File: src/rtl/mem_stage_pkg.sv
package mem_stage_pkg;

  typedef enum logic {
    IDLE = 1'b0,
    REQ  = 1'b1
  } state_e;

  localparam int unsigned WB_REGWRITE = 1;
  localparam int unsigned WB_MEMTOREG = 0;

  localparam int unsigned MEM_BRANCH = 2;
  localparam int unsigned MEM_READ   = 1;
  localparam int unsigned MEM_WRITE  = 0;

endpackage

File: src/rtl/mem_wb_reg.sv
module mem_wb_reg
  import mem_stage_pkg::*;
(
  input  logic        clock,
  input  logic        reset,
  input  logic        bubble,
  input  logic [1:0]  wbControl,
  input  logic [31:0] readData,
  input  logic [31:0] aluResult,
  input  logic [4:0]  writeRegister,
  output logic [1:0]  wbControlMemWb,
  output logic [31:0] readDataMemWb,
  output logic [31:0] aluResultMemWb,
  output logic [4:0]  writeRegisterMemWb
);

  always_ff @(posedge clock) begin
    if (reset || bubble) begin
      wbControlMemWb     <= '0;
      readDataMemWb      <= '0;
      aluResultMemWb     <= '0;
      writeRegisterMemWb <= '0;
    end else begin
      wbControlMemWb     <= wbControl;
      readDataMemWb      <= readData;
      aluResultMemWb     <= aluResult;
      writeRegisterMemWb <= writeRegister;
    end
  end

endmodule

File: src/rtl/mem_stage_wb.sv
module mem_stage_wb
  import mem_stage_pkg::*;
#(
  parameter int unsigned TIMEOUT_CYCLES = 16,
  parameter int unsigned ADDR_WIDTH     = 32
) (
  input  logic                  clock,
  input  logic                  reset,
  input  logic                  branch,
  input  logic                  memRead,
  input  logic                  memWrite,
  input  logic [1:0]            wbControlExMem,
  input  logic [31:0]           aluResult,
  input  logic                  aluZero,
  input  logic [31:0]           pc,
  input  logic [31:0]           registerData,
  input  logic [4:0]            writeRegister,
  output logic                  dmemReq,
  output logic                  dmemWe,
  output logic [ADDR_WIDTH-1:0] dmemAddr,
  output logic [31:0]           dmemWdata,
  input  logic                  dmemAck,
  input  logic [31:0]           dmemRdata,
  output logic                  stall,
  output logic                  pcSrc,
  output logic [31:0]           branchTarget,
  output logic                  memError,
  output logic [1:0]            wbControlMemWb,
  output logic [31:0]           readDataMemWb,
  output logic [31:0]           aluResultMemWb,
  output logic [4:0]            writeRegisterMemWb
);

  localparam logic [7:0] TO_LAST = 8'(TIMEOUT_CYCLES - 1);

  state_e                state_q, state_d;
  logic [7:0]            cnt_q, cnt_d;
  logic [ADDR_WIDTH-1:0] addr_q, addr_d;
  logic                  we_q, we_d;
  logic [31:0]           wdata_q, wdata_d;
  logic                  err_q, err_d;

  logic [2:0]  memCtl;
  logic        access;
  logic        ackRead;
  logic [31:0] readData;

  assign memCtl = {branch, memRead, memWrite};
  assign access = memCtl[MEM_READ] | memCtl[MEM_WRITE];

  always_comb begin
    state_d = state_q;
    cnt_d   = cnt_q;
    addr_d  = addr_q;
    we_d    = we_q;
    wdata_d = wdata_q;
    err_d   = err_q;
    stall   = 1'b0;
    ackRead = 1'b0;
    case (state_q)
      IDLE: begin
        stall = access;
        if (access) begin
          state_d = REQ;
          cnt_d   = '0;
          addr_d  = aluResult[ADDR_WIDTH-1:0];
          we_d    = memCtl[MEM_WRITE];
          wdata_d = registerData;
        end
      end
      REQ: begin
        // ack takes priority over a coincident timeout
        if (dmemAck) begin
          state_d = IDLE;
          ackRead = ~we_q;
        end else if (cnt_q == TO_LAST) begin
          state_d = IDLE;
          err_d   = 1'b1;
        end else begin
          stall = 1'b1;
          cnt_d = cnt_q + 8'd1;
        end
      end
      default: state_d = IDLE;
    endcase
  end

  always_ff @(posedge clock) begin
    if (reset) begin
      state_q <= IDLE;
      cnt_q   <= '0;
      addr_q  <= '0;
      we_q    <= 1'b0;
      wdata_q <= '0;
      err_q   <= 1'b0;
    end else begin
      state_q <= state_d;
      cnt_q   <= cnt_d;
      addr_q  <= addr_d;
      we_q    <= we_d;
      wdata_q <= wdata_d;
      err_q   <= err_d;
    end
  end

  assign dmemReq      = (state_q == REQ);
  assign dmemWe       = we_q;
  assign dmemAddr     = addr_q;
  assign dmemWdata    = wdata_q;
  assign memError     = err_q;
  assign pcSrc        = memCtl[MEM_BRANCH] & aluZero;
  assign branchTarget = pc;
  assign readData     = ackRead ? dmemRdata : '0;

  mem_wb_reg u_mem_wb (
    .clock              (clock),
    .reset              (reset),
    .bubble             (stall),
    .wbControl          (wbControlExMem),
    .readData           (readData),
    .aluResult          (aluResult),
    .writeRegister      (writeRegister),
    .wbControlMemWb     (wbControlMemWb),
    .readDataMemWb      (readDataMemWb),
    .aluResultMemWb     (aluResultMemWb),
    .writeRegisterMemWb (writeRegisterMemWb)
  );

endmodule

File: config.mk
export PLATFORM = sky130hd
export DESIGN_NAME = mem_stage_wb
export DESIGN_NICKNAME = d
export VERILOG_FILES = /design/src/rtl/mem_stage_pkg.sv /design/src/rtl/mem_wb_reg.sv /design/src/rtl/mem_stage_wb.sv
export SDC_FILE = /design/constraint.sdc
export NUM_CORES = 1
export LEC_CHECK = 0
export CORE_AREA = 2 2 120 122
export DETAILED_ROUTE_END_ITERATION = 8
export DIE_AREA = 0 0 122 124
export DONT_BUFFER_PORTS = 1
export GPL_ROUTABILITY_DRIVEN = 0
export GPL_TIMING_DRIVEN = 1
export SYNTH_ARGS = -nofsm -noshare
export SYNTH_HDL_FRONTEND = slang
export SYNTH_SLANG_ARGS = --single-unit
File: constraint.sdc
create_clock -name clock -period 1.8 [get_ports clock]
set_clock_uncertainty 0.15 [all_clocks]
set_input_delay 0.36 -clock clock [delete_from_list [all_inputs] [get_ports clock]]
set_output_delay 0.36 -clock clock [all_outputs]
set_load 0.01 [all_outputs]
==> results of run 1 <==
timing repair:
item | CTS | global route
setup buffers | 3 | 3
gates cloned | 0 | 2
hold endpoints to repair | 138 | 66
resized for setup | 8 | 6
endpoints found under the setup margin | 9 | 48
pin swaps | 14 | 3
worst register-to-register path, delay by kind of cell, from the launching register on:
family	cells	cell delay (ps)
simple gates	3	730
buf+inv	3	460
flops	1	310
compound gates	1	170
power breakdown:
group / switching [mW] / internal (mW)
clock network: 1.35 / 1.95
logic: 0.268 / 0.277
registers: 0.189 / 3.40
cells by family after synthesis:
| group | synth area share (%) |
|---|---|
| multiplexers | 0.436 |
| XOR/XNOR | 0.359 |
| adder cells (fa/ha/maj) | 0.257 |
| AO/OA/AOI/OAI | 8.62 |
| buffers and inverters | 7.85 |
| AND/OR/NAND/NOR | 22.5 |
| flip-flops | 59.9 |
placed cells by master (no fill, tap or decap), types with 3 or more instances in the layout:
master	instances
dfxtp_1	142
nand2_1	131
and2_1	73
dlygate4sd3_1	72
a21oi_1	66
clkbuf_16	19
buf_4	18
nor2_1	4
clkinv_4	4
nor3_1	3
a22o_1	3
clkinvlp_4	3
clkinv_2	3
inv_6	3
dfxtp_2	3
per-layer routing:
metal | part of all wire [%] | vias up
met5 | 0 | -
met4 | 2.9 | 0
met3 | 8.4 | 35
met2 | 55 | 161
met1 | 34 | 1683
li1 | - | 1734
final timing paths:
check             slack (ps)  cells past startpoint                           to    startpoint
setup / recovery        -160                      4                        stall      cnt_q[5]
hold / removal          -130                      1                 dmemAddr[18]         reset
setup reg to reg         -70                      7  u_mem_wb.aluResultMemWb[25]      cnt_q[5]
hold reg to reg          350                      2                 dmemWdata[1]  dmemWdata[1]
state kept, by name, summed over array words and instances (netlist names):
signal / cells
u_mem_wb.writeRegisterMemWb: 5
cnt_q: 8
u_mem_wb.aluResultMemWb: 32
dmemWdata: 32
dmemReq: 1
dmemAddr: 32
u_mem_wb.readDataMemWb: 32
dmemWe: 1
memError: 1
u_mem_wb.wbControlMemWb: 2
final cells by class:
class | count | share of cell area [%]
Clock buffer | 18 | 6.94
Clock inverter | 14 | 2.04
Multi-Input combinational cell | 310 | 25.7
Sequential cell | 146 | 46.3
Tap cell | 180 | 3.56
Timing Repair Buffer | 97 | 15.5
per-stage QoR:
step                power, mW  setup TNS, ps  hold slack [ps]  setup WS, ps  util, %
floorplan                4.00              0              331           128        -
global placement         4.02              0              285          51.6     35.8
detailed placement       4.05          -33.5              287         -15.1     35.8
CTS                      7.50          -2380             -153          -187     45.5
global route             7.78          -5980             -161          -226     46.1
finish                   7.44          -1820             -132          -156     46.1
Yosys cell counts:
cell	number	area share, %
dfxtp_1	146	60
nand2_1	132	10
and2_1	73	9.4
a21oi_1	66	6.8
buf_4	32	4.9
clkbuf_1	21	1.6
buf_1	5	0.38
nor2_1	5	0.38
buf_6	4	0.92
a22o_1	3	0.54
nor3_1	3	0.31
a221o_1	2	0.41
nand3_1	2	0.21
nor2b_1	2	0.26
nor3b_1	2	0.31
a211o_1	1	0.18
a21boi_1	1	0.15
a21o_1	1	0.15
a31oi_1	1	0.13
and3_1	1	0.13
and4_1	1	0.18
and4b_1	1	0.21
ha_1	1	0.26
mux2_2	1	0.23
mux2i_1	1	0.21
nand4_1	1	0.13
nand4b_1	1	0.18
nor3b_2	1	0.26
nor4bb_1	1	0.21
o21ai_0	1	0.10
o21ai_2	1	0.18
or2_2	1	0.13
or3_1	1	0.13
xnor2_1	1	0.18
xor2_1	1	0.18
==> results.toml, run 1 <==
[logic_synthesis]
ys_warn_count = 0
synth_seq_cells = 146
ys_seq_area_share_pct = 59.9
syn_avg_cell_area_um2 = 9.41
syn-num-nets = 661
syn_area_mm2 = 0.00488
ys_types = 35
synth_cells = 518

[setup_path]
start_kind = "flop"
critPathKind = "flop to output pin"
worst-endpoint-required_ps = 1290
cp-end-kind = "output pin"
max_stage_delay_ps = 380
critical_path.top_delay_family = "simple AND/OR/NAND/NOR gates"
path_buf_inv = 1
worstPathCellList = "or3_4 -> o21ai_2 -> buf_6 -> nand2_4"
worstPathMaxFanout = 2
crit_arrival_ps = 1450
cp_slowest_cell = "or3_4"

[cts]
cts_made_buffers = 17
hold_buffers = 72
htreeDepth = 4
cts.path.max_buffers = 2
cts.sink_count = 146
insertion_delay_ps = 400
clk_pin_slew_ps = 60
root_buffer = "clkbuf_16"
cts_tree = "yes"

[timing]
min_period_ps = 1960
fin_hold_ws_ps = -132
rsz0062_at_grt = "yes"
final-setup-viol-count = 46
drv_slew = 0
worst_slack_ps = -156
relSlewSlack_pct = 75.9
period_share_pct = 109
finalHoldViolCount = 66
tightest_slew_ps = 362
fmax_mhz = 511

[power]
ir_worst_vdd_mv = 0.561
p_leak_nw = 2.57
p_per_area_mw_per_mm2 = 1180

[grt]
grt_first_pass_wirelength_um = 18200
grt_pass1_vias = 3503
grt_max_degree = 71
met3_usage_pct = 6.46
met1_usage_pct = 14.7
antenna_found_initial = 0
busiest_layer = "met2"
met2_usage_pct = 30.7
grt_use_total_pct = 16.1
grt_overflow = 0

[die]
dieHeight_um = 124
rows = 43
die_area_mm2 = 0.0151
pin_count = 314
die-width_um = 122
fp.coreArea_mm2 = 0.0137
start_util_pct = 35.5

[outcome]
status = "finished with violations"
failed_checks = "negative hold slack, negative setup slack"

[route]
first_pass_iters = 4
vias = 3613
drc = 0
ant_nets = 0
drtIter0Drc = 187
vias_per_cell = 4.72
wl_per_cell_um = 17.3
totalWireLength_um = 13300

[placement]
dpl_cell_area_mm2 = 0.00491
dp_hpwl_um = 9180
io_buffers = 0
dp.cells = 654

[finish]
syn2layout_area_growth_pct = 29.8
instances_no_fill = 765
regArea_mm2 = 0.00293
fillers = 1337
fin_area_mm2 = 0.00633
drive_above_1_share_pct = 12.0
multi_input_area_mm2 = 0.00162
diodes = 0
nets = 715

[flow_run]
drv_cap = 0

[min_path]
hold_class = "primary input to flop"
Power figures use the tool's default switching activity.
==> run 2, diff against run 1 <==
Settings changed: MAX_ROUTING_LAYER set to met4.
==> run 2 against run 1 <==
The flow still finishes with violations (negative hold slack, negative setup slack). Critical path depth is the same. Clock power barely moved. Die area unchanged. Non-clock buffer count stayed put. Critical endpoint unchanged. Largest power group unchanged.
==> results.toml, run 2 (synthesized netlist as in run 1, its figures left out) <==
[outcome]
status = "finished with violations"
failed_checks = "negative hold slack, negative setup slack"

[timing]
final-setup-viol-count = 46
tns_ps = -1750
worst_slack_ps = -156
tightest_slew_ps = 364
min_period_ps = 1960
fmax_mhz = 511
period_share_pct = 109
fin_hold_ws_ps = -130
rsz0062_at_grt = "yes"
relSlewSlack_pct = 75.7
drv_slew = 0
finalHoldViolCount = 66

[power]
p_per_area_mw_per_mm2 = 1180
p_leak_nw = 2.57
ir_worst_vdd_mv = 0.561
finalPower_mw = 7.45

[finish]
syn2layout_area_growth_pct = 29.8
fin_area_mm2 = 0.00633
drive_above_1_share_pct = 12.0
fillers = 1337
diodes = 0
final_common_cell = "dfxtp_1"
nets = 715
final_cell_mix = "142 x dfxtp_1, 131 x nand2_1, 73 x and2_1"

[route]
vias = 3614
wl_per_cell_um = 17.3
drtIter0Drc = 188
first_pass_iters = 4
totalWireLength_um = 13300
vias_per_cell = 4.72
ant_nets = 0
drc = 0

[die]
start_util_pct = 35.5
rows = 43
fp.coreArea_mm2 = 0.0137
die_area_mm2 = 0.0151
die-width_um = 122
dieHeight_um = 124
pin_count = 314

[cts]
clk_pin_slew_ps = 60
cts_tree = "yes"
htreeDepth = 4
cts.path.max_buffers = 2
cts_made_buffers = 17
root_buffer = "clkbuf_16"
cts.sink_count = 146
hold_buffers = 72
insertion_delay_ps = 400

[grt]
grt_use_total_pct = 16.5
grt_overflow = 0
antenna_found_initial = 0
grt_first_pass_wirelength_um = 18200
grt_pass1_vias = 3497
grt_max_degree = 71

[placement]
dpl_cell_area_mm2 = 0.00491
dp_hpwl_um = 9180
dpl_worst_slack_ps = -15.1
io_buffers = 0

[setup_path]
crit_arrival_ps = 1450
critical_path.top_delay_family = "simple AND/OR/NAND/NOR gates"
r2r_setup_slack_ps = -70
worstPathCellList = "or3_4 -> o21ai_2 -> buf_6 -> nand2_4"
rr_startpoint = "cnt_q[5]"
r2r_cells = 7
cp_slowest_cell = "or3_4"
crit_cells = 4
max_stage_delay_ps = 380
cp-end-kind = "output pin"
path_buf_inv = 1
critPathKind = "flop to output pin"
start_kind = "flop"
worstPathMaxFanout = 2
worst-endpoint-required_ps = 1290
regToRegEndpoint = "u_mem_wb.aluResultMemWb[25]"

[min_path]
whs_path_depth = 1
hold_start = "reset"
holdPathEnd = "dmemAddr[21]"
hold_class = "primary input to flop"

[flow_run]
drv_cap = 0
-- run 2: cell counts in the layout (fill, tap and decap cells not counted) --
Identical to the previous run, type by type.
-- run 2: repair_timing --
action                     4_1_cts  5_1_grt
gates resized for setup          8        6
pin swaps                       14        3
setup buffers                    3        3
cloned                           0        2
hold endpoints to repair       138       66
setup endpoints to repair        9       48
-- run 2: power breakdown --
part           switching [mW]  internal, mW
Sequential              0.189          3.40
Combinational           0.269         0.278
Clock                    1.36          1.95
Total                    1.81          5.63
-- run 2: how the worst max path moves through the flow --
stage,end,from
2_1_floorplan,u_mem_wb.aluResultMemWb[10],cnt_q[0]
3_3_place_gp,u_mem_wb.aluResultMemWb[9],cnt_q[1]
3_5_place_dp,u_mem_wb.aluResultMemWb[25],cnt_q[1]
4_1_cts,stall,cnt_q[5]
5_1_grt,stall,cnt_q[5]
6_report,stall,cnt_q[5]
-- run 2: layout make-up --
class                      count  area (um^2)  area share, %
multi-input combinational    310         1620           25.7
tap                          180          225           3.56
sequential                   146         2930           46.3
clock buffer                  18          439           6.94
clock inverter                14          129           2.04
timing repair buffer          97          983           15.5
-- run 2: routing by layer --
| metal | track usage (%) | up-vias | wire (um) |
|---|---|---|---|
| met4 | 7.97 | 0 | 380 |
| met2 | 30.6 | 162 | 7250 |
| met5 | - | - | 0 |
| met3 | 6.04 | 36 | 1030 |
| met1 | 15.0 | 1681 | 4590 |
| li1 | - | 1735 | - |
-- run 2: per-stage QoR --
stage          util [%]  instances
6_report           46.1        765
5_1_grt            46.1        765
3_3_place_gp       35.8        654
2_1_floorplan         -        518
3_5_place_dp       35.8        654
4_1_cts            45.5        761
==> run 3, diff against run 2 <==
Settings changed: CTS_CLUSTER_SIZE set to 14.
==> results of run 3 <==
Same layout as run 2: the final DEF is identical, and so are final timing and power.
